==> src/rtl/mem_pkg.sv <==
// Shared types and helpers for the parametrised word store: op encoding, clear FSM states, parity.
package mem_pkg;

    localparam logic OP_READ  = 1'b0;
    localparam logic OP_WRITE = 1'b1;

    typedef enum logic {
        ST_IDLE  = 1'b0,
        ST_CLEAR = 1'b1
    } mem_state_t;

    // Callers zero-extend their word to this width; zero bits do not change even parity.
    localparam int PARITY_MAX_W = 256;

    function automatic logic even_parity(input logic [PARITY_MAX_W-1:0] data);
        return ^data;
    endfunction

endpackage

==> src/rtl/mem_clear_ctrl.sv <==
// Clear sequencer: walks a zero-write across all DEPTH words, one per cycle, after reset or on clr.
// Latency: busy rises the cycle after rst/clr and lasts exactly DEPTH cycles; clr while busy is ignored.
module mem_clear_ctrl
    import mem_pkg::*;
#(
    parameter int DEPTH  = 8,
    parameter int ADDR_W = $clog2(DEPTH)
) (
    input  logic              clk,
    input  logic              rst,
    input  logic              i_clr,
    output logic              o_busy,
    output logic              o_clr_we,
    output logic [ADDR_W-1:0] o_clr_addr
);

    localparam logic [ADDR_W-1:0] LAST_ADDR = ADDR_W'(DEPTH - 1);

    mem_state_t        r_state;
    mem_state_t        w_state_nxt;
    logic [ADDR_W-1:0] r_cnt;
    logic [ADDR_W-1:0] w_cnt_nxt;

    always_ff @(posedge clk) begin
        if (rst) begin
            r_state <= ST_CLEAR;
            r_cnt   <= '0;
        end else begin
            r_state <= w_state_nxt;
            r_cnt   <= w_cnt_nxt;
        end
    end

    always_comb begin
        w_state_nxt = r_state;
        w_cnt_nxt   = r_cnt;
        case (r_state)
            ST_IDLE: begin
                if (i_clr) begin
                    w_state_nxt = ST_CLEAR;
                    w_cnt_nxt   = '0;
                end
            end
            ST_CLEAR: begin
                if (r_cnt == LAST_ADDR) begin
                    w_state_nxt = ST_IDLE;
                    w_cnt_nxt   = '0;
                end else begin
                    w_cnt_nxt = r_cnt + 1'b1;
                end
            end
            default: begin
                w_state_nxt = ST_CLEAR;
                w_cnt_nxt   = '0;
            end
        endcase
    end

    assign o_busy     = (r_state == ST_CLEAR);
    // No zero-write while reset is held, so reset itself never disturbs stored words.
    assign o_clr_we   = (r_state == ST_CLEAR) && !rst;
    assign o_clr_addr = r_cnt;

endmodule

==> src/rtl/param_memory_unit.sv <==
// DEPTH x DATA_W word store with 1-cycle registered read, hardware clear, busy flag and range check.
// Optional per-word even parity with read-time error pulse when MEM_PARITY_EN is defined.
module param_memory_unit
    import mem_pkg::*;
#(
    parameter  int DATA_W = 8,
    parameter  int DEPTH  = 8,
    localparam int ADDR_W = $clog2(DEPTH)
) (
    input  logic              clk,
    input  logic              rst,
    input  logic              op,
    input  logic              sel,
    input  logic              clr,
    input  logic [ADDR_W-1:0] address,
    input  logic [DATA_W-1:0] in_bus,
    output logic [DATA_W-1:0] out_bus,
    output logic              rd_valid,
    output logic              busy,
    output logic              addr_err,
    output logic [DATA_W-1:0] stored_value,
    output logic              parity_err
);

    localparam logic [ADDR_W:0] DEPTH_EXT = (ADDR_W + 1)'(DEPTH);

    logic [DATA_W-1:0] r_mem [DEPTH];
    logic [DATA_W-1:0] r_out;
    logic              r_rd_valid;
    logic              r_addr_err;

    logic              w_busy;
    logic              w_clr_we;
    logic [ADDR_W-1:0] w_clr_addr;
    logic              w_in_range;
    logic              w_access;
    logic              w_wr_en;
    logic              w_rd_en;
    logic              w_addr_err;

    mem_clear_ctrl #(
        .DEPTH  (DEPTH),
        .ADDR_W (ADDR_W)
    ) u_clear_ctrl (
        .clk        (clk),
        .rst        (rst),
        .i_clr      (clr),
        .o_busy     (w_busy),
        .o_clr_we   (w_clr_we),
        .o_clr_addr (w_clr_addr)
    );

    assign w_in_range = ({1'b0, address} < DEPTH_EXT);
    // A clear request in the same idle cycle pre-empts any access.
    assign w_access   = sel && !w_busy && !clr && !rst;
    assign w_wr_en    = w_access && (op == OP_WRITE) && w_in_range;
    assign w_rd_en    = w_access && (op == OP_READ) && w_in_range;
    assign w_addr_err = w_access && !w_in_range;

    always_ff @(posedge clk) begin
        if (w_clr_we) begin
            r_mem[w_clr_addr] <= '0;
        end else if (w_wr_en) begin
            r_mem[address] <= in_bus;
        end
    end

    always_ff @(posedge clk) begin
        if (rst) begin
            r_out      <= '0;
            r_rd_valid <= 1'b0;
            r_addr_err <= 1'b0;
        end else begin
            r_rd_valid <= w_rd_en;
            r_addr_err <= w_addr_err;
            if (w_rd_en) begin
                r_out <= r_mem[address];
            end
        end
    end

`ifdef MEM_PARITY_EN
    logic r_par [DEPTH];
    logic r_parity_err;
    logic w_par_mismatch;

    always_ff @(posedge clk) begin
        if (w_clr_we) begin
            r_par[w_clr_addr] <= 1'b0;
        end else if (w_wr_en) begin
            r_par[address] <= even_parity(PARITY_MAX_W'(in_bus));
        end
    end

    assign w_par_mismatch = (r_par[address] != even_parity(PARITY_MAX_W'(r_mem[address])));

    always_ff @(posedge clk) begin
        if (rst) begin
            r_parity_err <= 1'b0;
        end else begin
            r_parity_err <= w_rd_en && w_par_mismatch;
        end
    end

    assign parity_err = r_parity_err;
`else
    assign parity_err = 1'b0;
`endif

    assign out_bus      = r_out;
    assign rd_valid     = r_rd_valid;
    assign addr_err     = r_addr_err;
    assign busy         = w_busy;
    assign stored_value = w_in_range ? r_mem[address] : '0;

endmodule

==> config.mk <==
export PLATFORM = sky130hd
export DESIGN_NAME = param_memory_unit
export DESIGN_NICKNAME = d
export VERILOG_FILES = /design/src/rtl/mem_pkg.sv /design/src/rtl/mem_clear_ctrl.sv /design/src/rtl/param_memory_unit.sv
export SDC_FILE = /design/constraint.sdc
export NUM_CORES = 1
export LEC_CHECK = 0
export ABC_AREA = 1
export CELL_PAD_IN_SITES_DETAIL_PLACEMENT = 1
export CELL_PAD_IN_SITES_GLOBAL_PLACEMENT = 1
export CORE_UTILIZATION = 40
export CTS_CLUSTER_DIAMETER = 30
export DETAILED_ROUTE_END_ITERATION = 6
export GPL_TIMING_DRIVEN = 0
export PLACE_DENSITY_LB_ADDON = 0.2
export SKIP_LAST_GASP = 1
export SYNTH_ARGS = -nofsm -noshare
export SYNTH_HDL_FRONTEND = slang
export SYNTH_SLANG_ARGS = --single-unit
==> constraint.sdc <==
create_clock -name clk -period 4 [get_ports clk]
set_clock_uncertainty 0.05 [all_clocks]
set_input_delay 0.8 -clock clk [delete_from_list [all_inputs] [get_ports clk]]
set_output_delay 0.8 -clock clk [all_outputs]
set_load 0.02 [all_outputs]
### Word level (Yosys, flattened, before mapping)

Memories as Yosys holds them, arrays and structs flattened.
Index checks and enable logic that the tools add are counted.

* add/subtract/negate cells: 1
* eq/ne operators: 2
* mux-type cells: 14
* bitwise gates (word level): 2
* reduce and logical (&&, ||, !) cells: 10

Operator list (number)
* $mux 3: 3
* $mux 1: 8
* $mux 8: 1
* $reduce_or 8->1: 1
* $logic_and 1x1->1: 6
* $pmux 3 s2: 1
* $add 3x1->3 const B: 1
* $eq 3x3->1 const B: 1
* $logic_not 1->1: 3
* $ne 2x2->1 const B: 1
* $not 1->1: 2
* $pmux 1 s2: 1

* flip-flop bits (word level): 13
* RAM bits: 64
* bits of input ports: 16
* output and inout port bits: 20
* logic and storage cells: 34
* memories kept: 1

Memories
* r_mem: words 8, width 8, read ports 1, clocked after memory_dff 0, write ports 1, RTL line param_memory_unit.sv:27 `logic [DATA_W-1:0] r_mem [DEPTH];`

### Longest topological paths before layout

* depth in word-level cells: 10
* depth in mapped cells: 9
* depth with buffers taken out: 7

### By module

From an unflattened synthesis, not the netlist that was laid out.

* cells, all modules: 392
* area, all modules: 3686.0 µm²

Modules (own cells, without submodules)
* param_memory_unit: times used 1, cells an instance 365, area each 3485.8 µm²
* mem_clear_ctrl: times used 1, cells an instance 27, area each 200.2 µm²

### Worst setup path before layout

No wires, ideal clock.

* kind: input port to output port
* start point: input address[0]
* end point: output stored_value[3]
* data arrival time: 1.609 ns
* required time: 3.150 ns
* setup slack: 1.541 ns
* cell stages on the path: 8
* buffers on the path: 2
* path through: buf_2 > inv_2 > buf_2 > nand2_1 > nand2_1 > nand2_1 > nand3_1 > and2_1

* word-level cells in the longest chain between the ends: 1

Ends and longest elaborated chain
* start, declared: RTL line param_memory_unit.sv:15 `input logic [ADDR_W-1:0] address,`
* $mem_v2 8x8
* end, declared: RTL line param_memory_unit.sv:21 `output logic [DATA_W-1:0] stored_value,`

Every way passes these cells.

### Final worst setup path

* start point: input address[0]
* end point: output stored_value[5]

The elaborated chain is that of the path after synthesis.

==> impl_metrics.ini <==
[final_layout]
areaGrowthSynthToFinish_pct = 17.9
post-route-util = 0.495
design_area_sq_um = 4150
drive_gt1_frac = 0.0942
antenna_cells = 0
final_nets = 428
finalNonFillerCells = 519

[yosys]
yosys_warnings = 0
synth_top_area_frac = 0.546
synth_cells = 369
ys_types = 25
avgSynthCellArea_sq_um = 9.54
synth_seq_cells = 77
netlist_area_sq_um = 3520
yosys.area.top_type = edfxtp_1
yosys-top-cells-area = edfxtp_1 55%, nand2_1 11%, nand3_1 8.2%
yosysSeqAreaShare = 0.620

[clocking]
clk_pin_slew_ns = 0.08
cts_resized = 0
cts_tree = yes
clock_latency_ns = 0.33
numCtsBuffers = 9
cts_hold_buf = 0
cts_max_path_buffers = 2
h-tree-depth = 3
cts-root-buf = clkbuf_8
clock_sinks = 77
postCtsSetupBuffers = 0

[timing]
hold_viol = 0
max_freq_ghz = 0.308
fin_setup_tns_ns = 0
finalMaxSlewViolations = 0
relSlewSlack = 0.423
setup_ws_ns = 0.756
period_minus_slack_ns = 3.24
period_share = 0.811
rsz0062_at_grt = false
holdWs_ns = 0.423
worst_pin_slew_ns = 0.863
setup_viol = 0

[placed_design]
gp_congestion = 0.749
hpwl_mm = 6.20
pre_cts_ws_ns = 0.765
dp_cells = 504
placed_area_sq_um = 3950
port_buffers = 29

[detailed_routing]
drt_first_pass_iters = 5
ant_nets = 0
wl_per_cell_um = 16.8
viasPerCell = 5.00
drc_errors = 0
wirelength_mm = 8.72
vias = 2593
drtIter0Drc = 122

[floorplan]
start_util = 0.420
fp.dieH_um = 95.8
dieArea_sq_um = 9180
rows = 33
core-area_sq_um = 8380
io_pins = 36
dieWidth_um = 95.8

[flow_run]
max_cap_violations = 0

[global_route]
gr-total-overflow = 0
grt.total_usage = 0.210
grt_pass1_wl_mm = 13.6
grt_max_degree = 13
grt_pass1_vias = 2623
antenna_found_initial = 0

[critical_path]
path_class = in2out
arrival_ns = 2.39
end_kind = output port
worst_ep_required_time_ns = 3.15
start_kind = input pin
crit_path_max_fanout = 10

[min_path]
holdCritPathClass = reg2reg

[power]
vdd_drop_max_mv = 0.174
p_total_mw = 1.65
p_per_area_nw_per_um2 = 398
power.leakage_nw = 1.86

[status]
status = finished clean
==> area by class of cell <==
class / count / area, sq um
Buffer: 17 / 105
Clock buffer: 10 / 128
Clock inverter: 5 / 76.3
Fill cell: 955 / 4230
Inverter: 66 / 250
Multi-Input combinational cell: 210 / 986
Sequential cell: 77 / 2180
Tap cell: 105 / 131
Timing Repair Buffer: 29 / 290
==> critical path, cell delays in order <==
cell             delay (ns)
buf_2                  0.14
inv_2                  0.09
buf_2                  0.26
nand2_1                0.08
nand2_1                0.08
nand2_1                0.05
nand3_1                0.15
and2_1                 0.15
clkdlybuf4s50_1        0.59
==> state kept, by name (all words and copies together), names as in the netlist <==
| register | count |
|---|---|
| u_clear_ctrl.o_clr_addr | 3 |
| u_clear_ctrl.o_busy | 1 |
| out_bus | 8 |
| rd_valid | 1 |
| r_mem | 64 |
==> kinds of logic after synthesis <==
group,Yosys count,share of synthesized area
buffers and inverters,83,0.101
adder cells (fa/ha/maj),2,0.00711
flip-flops,77,0.620
other,1,0.00107
AND/OR/NAND/NOR,201,0.263
AO/OA/AOI/OAI,5,0.00782
==> placed cells by master (no fill, tap or decap) <==
| cell | n |
|---|---|
| nand2_4 | 1 |
| ha_1 | 2 |
| edfxtp_1 | 64 |
| nor2_8 | 2 |
| clkinv_4 | 1 |
| a21oi_1 | 3 |
| clkdlybuf4s50_1 | 29 |
| nand3_4 | 1 |
| clkbuf_2 | 1 |
| buf_2 | 11 |
| inv_4 | 1 |
| dfxtp_1 | 13 |
| o21ai_0 | 1 |
| nand3_1 | 58 |
| bufinv_16 | 2 |
| nand2_1 | 104 |
| nand2_2 | 2 |
| inv_1 | 62 |
| buf_4 | 3 |
| clkinv_1 | 3 |
| clkbuf_1 | 1 |
| nor2_4 | 1 |
| inv_2 | 2 |
| clkbuf_8 | 9 |
| conb_1 | 2 |
| buf_6 | 2 |
| a22oi_1 | 1 |
| and2_1 | 8 |
| nand4_1 | 5 |
| nor2_1 | 19 |
==> layer usage <==
layer	vias up	GRT usage	part of all wire
met5	-	0	0
met4	0	0.0746	0.0092
met3	6	0.0442	0.042
met2	47	0.351	0.51
met1	1285	0.271	0.44
li1	1255	-	-
==> Yosys cell counts, drive strengths merged <==
library cell and number:
nand2 107, inv 65, edfxtp 64, nand3 59, nor2 22, buf 16, dfxtp 13, and2 8
nand4 5, a21oi 3, ha 2, a22oi 1, clkbuf 1, clkinv 1, conb 1, o21ai 1
==> report_power, final <==
part           switching, mW  internal (mW)
combinational         0.0950         0.0554
sequential           0.00703          0.878
clock                  0.271          0.345
==> path summary, 6_finish.rpt <==
| path | startpoint | endpoint | slack, ns | cells after the start |
|---|---|---|---|---|
| setup / recovery | address[0] | stored_value[5] | 0.76 | 9 |
| hold / removal | out_bus[0] | out_bus[0] | 0.42 | 2 |
| setup reg to reg | u_clear_ctrl.o_busy | r_mem[2][3] | 1.84 | 7 |
| hold reg to reg | out_bus[0] | out_bus[0] | 0.42 | 2 |
No activity file was read; power rests on OpenSTA's default activity.
